[src/rtl/imem_loader_pkg.sv]
// imem_loader_pkg: shared word width and loader state encoding.
package imem_loader_pkg;

  localparam int unsigned WORD_W = 32;

  typedef enum logic [2:0] {
    HDR,
    DATA,
    WRITE,
    CSUM,
    DONE,
    ERR
  } load_state_t;

endpackage

[src/rtl/imem_loader_byte_packer.sv]
// byte_packer: assembles a big-endian 32-bit word from an accepted byte stream.
// word/word_valid present the completed word combinationally on the 4th accepted byte.
module byte_packer
  import imem_loader_pkg::*;
(
  input  logic              clk,
  input  logic              reset,
  input  logic              accept,
  input  logic [7:0]        in_data,
  output logic [WORD_W-1:0] word,
  output logic              word_valid
);

  logic [1:0]  byte_cnt;
  logic [23:0] shreg;

  // Byte counter and shift register; only the three oldest bytes need storing
  // because the fourth is taken straight from in_data when the word completes.
  always_ff @(posedge clk or posedge reset) begin
    if (reset) begin
      byte_cnt <= '0;
      shreg    <= '0;
    end else if (accept) begin
      byte_cnt <= byte_cnt + 2'd1;
      shreg    <= {shreg[15:0], in_data};
    end
  end

  assign word       = {shreg, in_data};
  assign word_valid = accept && (byte_cnt == 2'd3);

endmodule

[src/rtl/imem_loader.sv]
// imem_loader: boot-time instruction-memory loader. Takes a header word N followed
// by N big-endian instruction words and writes them from BASE_ADDR upward, holding
// the CPU in reset until the load completes.
// Optional: define LOADER_CHECKSUM_EN to require a trailing mod-2^32 sum word.
module imem_loader
  import imem_loader_pkg::*;
#(
  parameter int unsigned ADDR_W    = 8,
  parameter int unsigned BASE_ADDR = 0
) (
  input  logic              clk,
  input  logic              reset,
  input  logic              in_valid,
  input  logic [7:0]        in_data,
  output logic              in_ready,
  output logic              mem_we,
  output logic [ADDR_W-1:0] mem_addr,
  output logic [31:0]       mem_wdata,
  output logic              cpu_reset,
  output logic              done,
  output logic              error,
  output logic [ADDR_W:0]   words_loaded
);

  localparam logic [ADDR_W-1:0] BASE  = ADDR_W'(BASE_ADDR);
  localparam logic [WORD_W-1:0] MAX_N = WORD_W'(1) << ADDR_W;

  load_state_t       state, state_next;
  logic [ADDR_W:0]   n_q;
  logic              accept;
  logic [WORD_W-1:0] word;
  logic              word_valid;
  logic              last_word;
`ifdef LOADER_CHECKSUM_EN
  logic [WORD_W-1:0] sum_q;
`endif

  assign in_ready  = (state == HDR) || (state == DATA) || (state == CSUM);
  assign mem_we    = (state == WRITE);
  assign done      = (state == DONE);
  assign error     = (state == ERR);
  assign accept    = in_valid && in_ready;
  assign last_word = ((words_loaded + (ADDR_W+1)'(1)) == n_q);

  byte_packer u_packer (
    .clk        (clk),
    .reset      (reset),
    .accept     (accept),
    .in_data    (in_data),
    .word       (word),
    .word_valid (word_valid)
  );

  // State register
  always_ff @(posedge clk or posedge reset) begin
    if (reset) state <= HDR;
    else       state <= state_next;
  end

  // Next-state logic; DONE and ERR are left only through reset
  always_comb begin
    state_next = state;
    case (state)
      HDR: if (word_valid) begin
        if (word == '0) begin
`ifdef LOADER_CHECKSUM_EN
          state_next = CSUM;
`else
          state_next = DONE;
`endif
        end else if (word > MAX_N) begin
          state_next = ERR;
        end else begin
          state_next = DATA;
        end
      end
      DATA:  if (word_valid) state_next = WRITE;
      WRITE: begin
        if (last_word) begin
`ifdef LOADER_CHECKSUM_EN
          state_next = CSUM;
`else
          state_next = DONE;
`endif
        end else begin
          state_next = DATA;
        end
      end
`ifdef LOADER_CHECKSUM_EN
      CSUM: if (word_valid) state_next = (word == sum_q) ? DONE : ERR;
`endif
      DONE:    state_next = DONE;
      ERR:     state_next = ERR;
      default: state_next = ERR;
    endcase
  end

  // Word count, write address/data, checksum and registered CPU reset
  always_ff @(posedge clk or posedge reset) begin
    if (reset) begin
      n_q          <= '0;
      mem_addr     <= BASE;
      mem_wdata    <= '0;
      words_loaded <= '0;
      cpu_reset    <= 1'b1;
`ifdef LOADER_CHECKSUM_EN
      sum_q        <= '0;
`endif
    end else begin
      // N never exceeds 2**ADDR_W once accepted, so ADDR_W+1 bits hold it exactly
      if (state == HDR && word_valid) n_q <= word[ADDR_W:0];
      if (state == DATA && word_valid) begin
        mem_wdata <= word;
`ifdef LOADER_CHECKSUM_EN
        sum_q     <= sum_q + word;
`endif
      end
      if (state == WRITE) begin
        mem_addr     <= mem_addr + ADDR_W'(1);
        words_loaded <= words_loaded + (ADDR_W+1)'(1);
      end
      cpu_reset <= (state_next != DONE);
    end
  end

endmodule
[config.mk]
export PLATFORM = sky130hd
export DESIGN_NAME = imem_loader
export DESIGN_NICKNAME = d
export VERILOG_FILES = /design/src/rtl/imem_loader_pkg.sv /design/src/rtl/imem_loader_byte_packer.sv /design/src/rtl/imem_loader.sv
export SDC_FILE = /design/constraint.sdc
export NUM_CORES = 1
export LEC_CHECK = 0
export ABC_AREA = 1
export ABC_CLOCK_PERIOD_IN_PS = 3900
export CELL_PAD_IN_SITES_DETAIL_PLACEMENT = 0
export CELL_PAD_IN_SITES_GLOBAL_PLACEMENT = 1
export CORE_ASPECT_RATIO = 1.25
export CORE_UTILIZATION = 39
export DETAILED_ROUTE_END_ITERATION = 8
export PLACE_DENSITY = 0.9
export SYNTH_ARGS = -nofsm -noshare
export SYNTH_HDL_FRONTEND = slang
export SYNTH_SLANG_ARGS = --single-unit
[constraint.sdc]
create_clock -name clk -period 3.9 [get_ports clk]
set_input_delay 0.78 -clock clk [delete_from_list [all_inputs] [get_ports clk]]
set_output_delay 0.78 -clock clk [all_outputs]
set_load 0.01 [all_outputs]
After elaboration in Yosys (flattened, before gate mapping)
Index checks and enable logic that the tools add are counted.
- register bits after elaboration: 88
- latch bits: 0
- bits in writable memories: 0
- memory bits (read-only): 0
- input port bits: 11
- output and inout port bits: 54
- logic and storage cells: 34
- memories kept: 0
- $add $sub $neg: 3
- multiply operators: 0
- divide/modulo/power cells: 0
- magnitude comparators: 1
- equal/unequal tests: 8
- shift-type cells: 0
- multiplexer cells: 6
- bitwise gates (word level): 0
- reductions and logical operators: 8
- operators with widths (kind ; count):
    $gt A32 B9 Y1 const B ; 1
    $logic_not A32 Y1 ; 1
    $mux W3 ; 5
    $pmux W3 S4 ; 1
    $add A9 B1 Y9 const B ; 1
    $eq A9 B9 Y1 ; 1
    $add A8 B1 Y8 const B ; 1
    $eq A3 B2 Y1 const B ; 2
    $eq A3 B3 Y1 const B ; 2
    $logic_and A1 B1 Y1 ; 4
    $eq A3 B1 Y1 const B ; 1
    $logic_not A3 Y1 ; 1
    $ne A3 B3 Y1 const B ; 1
    $add A2 B1 Y2 const B ; 1
    $eq A2 B2 Y1 const B ; 1
    $logic_or A1 B1 Y1 ; 2

Logic depth before layout (Yosys ltp)
- depth after elaboration: 8
- mapped depth: 13
- gate-level depth less buffers: 13

Hierarchy
From an unflattened synthesis, not the netlist that was laid out.
- cells, all modules: 504
- area, all modules: 4066.4 sq um
- by module, submodules not included (module ; times used ; cells an instance ; area each (sq um) ; seq. area each (sq um)):
    imem_loader ; 1 ; 381 ; 2977.9 ; 1552.7
    byte_packer ; 1 ; 123 ; 1088.5 ; 650.6

Worst setup path before layout
No wires, ideal clock.
- path type: reg2out
- start: reg state[0]
- end: out mem_we
- arrival time: 0.896 ns
- slack: 2.224 ns
- stages on the path, launching flop included: 5
- buffers on the path: 1
- cell sequence: dfrtp_1 nor2_2 nand2_1 inv_2 buf_4
- word-level cells in the longest chain between the ends: 1
- RTL lines (element ; line ; text):
    start, declared ; imem_loader.sv:28 ; load_state_t state, state_next;
    start signal, assigned ; imem_loader.sv:57 ; else state <= state_next;
    $eq A3 B2 Y1 ; imem_loader.sv:39 ; assign mem_we = (state == WRITE);
    end, declared ; imem_loader.sv:16 ; output logic mem_we,
No other way between the ends.

Final worst setup path
Same ends and word-level chain as after synthesis.

==> summary.txt <==
Logic synthesis
  • Synth Net Count: 465
  • Syn Std Cell Area: 3850 um^2
  • Seq/Total Area, Yosys: 57.2%
  • Mean Syn Cell Area: 8.54 um^2
  • Mapped Cells: approximately 450
  • Syn. warnings: 0
  • Post-synth ARST share: 100%
  • #FFs+latches synth: 88
  • Yosys cell types: 27
  • Synth Flop Type: dfrtp_1
  • Post-synth EDFFs: 0

Worst setup path
  • Worst endpoint data arrival time: 2.14 ns
  • WS Path Type: flip-flop to primary output
  • Worst reg-to-reg setup slack: 2.03 ns
  • Critical Path Start Type: flip-flop
  • CP endpoint kind: primary output
  • CP Max Fanout: 15
  • Worst EP required: approximately 3.1 ns

Final layout
  • Share of layout cells above drive strength 1: 7.50%
  • Final Core Density: 51.0%
  • Most common cell after layout, fill and taps aside: nand2_1
  • FILL cells: 938
  • Diode count: 0
  • Fin nets: 529
  • Commonest non-fill, non-tap cells in the layout: nand2_1 (130), dfrtp_1 (87), clkdlybuf4s50_1 (64)
  • Area grow syn2layout: 27.2%

Detailed routing
  • # DRC: 0
  • Vias per cell: slightly below 5
  • Vias: 3103
  • WL final: 8.25 mm
  • Detailed Route Iter0 Violations: 210
  • Post-route antenna net violation count: 0
  • DR pass1 iterations: 4
  • WL/cell: 12.8 um

Global routing
  • GR Layer Usage met1: 22.0%
  • GRT Util Overall: around 17%
  • Total gr overflow: 0
  • First-pass GRT wire length: 14.0 mm
  • Vias in the first global route: 2955
  • GRT met3 Usage: 3.49%
  • Initial antenna violation count: 0
  • Most Used Layer, Global Route: met2
  • GR Layer Usage met2: 29.5%
  • Largest net degree at the start of global routing: 56

STA
  • Skew final: 0.0105 ns
  • Fin. Hold Viols: 0
  • Hold_ws: 0.466 ns
  • Post-Route Setup TNS: 0 ns
  • Slew @ Worst Pin: a little under 1 ns
  • Tcrit/Tclk final: 74.8%
  • RSZ-0062 raised after global routing: no
  • Fin crit period: 2.92 ns
  • Max Clock Freq: 343 MHz
  • Worst slew margin: a little over a third
  • Slew Limit Fails: 0
  • Final setup violation count: 0

CTS
  • Clock Root Buffer: clkbuf_16
  • Total CTS buffers: 9
  • Number of hold buffers added after CTS: 0
  • Worst-case clock buffer depth: 2
  • PostCTS Resize Cnt: 0
  • Num Clock Sinks: 88
  • CTS clk-pin slew, worst paths: 0.06 ns
  • Total setup buffers inserted after CTS: 0
  • CTS tree: yes
  • H-tree depth: 3
  • Clock Latency Late Sink: between 0.3 and 0.4 ns

Place
  • Dpl hpwl: 5.80 mm
  • Final Wtd Congestion: 0.782
  • I/O Buffers: between 60 and 70

Floorplan
  • Effective utilization at floorplan: around 40%
  • Die height: 113 um
  • Die Width: a little over 90 um
  • Die area: ~10000 um^2
  • Core area: between 9000 and 10000 um^2
  • Rows: 40
  • Top Ports: 65

Min path
  • Min-delay worst type: flip-flop to flip-flop

Power and ir drop
  • Leak pwr: 2.23 nW
  • Combinational power share: 2.1%
  • Flop pwr share: between 50 and 60%
  • PwrDens: between 300 and 400 nW/um^2
  • Switching share of power: 21.5%
  • Max VDD drop: 0.228 mV
  • NetSw: 0.378 mW
  • Pint: 1.38 mW
  • Clk pwr share: 45.8%

Job
  • Maxcap violations: 0

Status
  • Status: finished, final reports clean
cell usage after synthesis (2+ instances only):
cell / count / area, um^2
a21oi_1: 2 / 10.0
xor2_1: 4 / 35.0
buf_2: 7 / 35.0
xnor2_1: 5 / 43.8
nor2_2: 4 / 25.0
nand3_2: 2 / 20.0
dfrtp_1: 87 / 2180
inv_1: 57 / 214
nand2_2: 7 / 43.8
buf_4: 2 / 15.0
nand3_1: 28 / 140
ha_1: 3 / 37.5
nand2_1: 130 / 488
nor2_1: 24 / 90.1
o21ai_0: 42 / 210
o21ai_1: 30 / 150
nand4_1: 2 / 12.5
clkbuf_1: 5 / 18.8
nor3_1: 2 / 10.0
path summary, 6_finish.rpt:
kind	from	endpoint	cells after the start
min reg2reg	mem_addr[7]	mem_addr[7]	1
min	mem_addr[7]	mem_addr[7]	1
max reg2reg	state[0]	mem_addr[6]	7
max in group asynchronous	reset	mem_wdata[7]	3
max	state[0]	mem_we	4
min in group asynchronous	reset	mem_wdata[29]	2
final cells by class:
| class | count | area [um^2] | share of cell area (%) |
|---|---|---|---|
| inverter | 59 | 223 | 4.54 |
| sequential | 88 | 2200 | 44.9 |
| timing repair buffer | 68 | 683 | 13.9 |
| multi-input combinational | 289 | 1360 | 27.7 |
| clock buffer | 10 | 239 | 4.87 |
| tap | 126 | 158 | 3.22 |
| clock inverter | 6 | 41.3 | 0.842 |
layer usage:
metal	part of all wire (%)	vias to the layer above
met4	1.7	0
met3	3.7	14
li1	-	1543
met1	44	1474
met2	51	72
met5	0	-
through the flow:
step	area [um^2]	total power, mW	cells	setup slack [ns]
6_report	4900	1.75	646	0.982
5_1_grt	4900	1.81	646	0.807
4_1_cts	4900	1.77	646	0.963
3_5_place_dp	4620	0.968	630	1.32
3_3_place_gp	4620	0.967	630	1.37
2_1_floorplan	3850	0.946	451	0.843
state kept, by name, indices dropped and copies added (netlist names):
name / flops
mem_addr: 8
u_packer.shreg: 24
u_packer.byte_cnt: 2
words_loaded: 9
n_q: 9
cpu_reset: 1
state: 3
mem_wdata: 32
power by group through the flow:
stage | registers (mW) | logic [mW] | clock network [mW]
final | 0.913 | 0.0368 | 0.804
after global routing | 0.912 | 0.0425 | 0.856
after CTS | 0.913 | 0.0385 | 0.816
after detailed placement | 0.930 | 0.0382 | 0
after global placement | 0.930 | 0.0377 | 0
after floorplan | 0.930 | 0.0166 | 0
kinds of logic after synthesis:
group / count (synthesis) / synth area share, %
XOR/XNOR: 9 / 2.05
flip-flops: 88 / 57.2
AND/OR/NAND/NOR: 201 / 22.1
multiplexers: 1 / 0.292
AO/OA/AOI/OAI: 75 / 9.81
buffers and inverters: 74 / 7.63
adder cells (fa/ha/maj): 3 / 0.974
worst max-delay path, stage by stage, from the launching register on:
cell and delay (ns):
dfrtp_1 0.41, nor2_2 0.16, nand2_1 0.32, inv_2 0.32, clkdlybuf4s50_1 0.59
(Power assumes the default switching activity.)
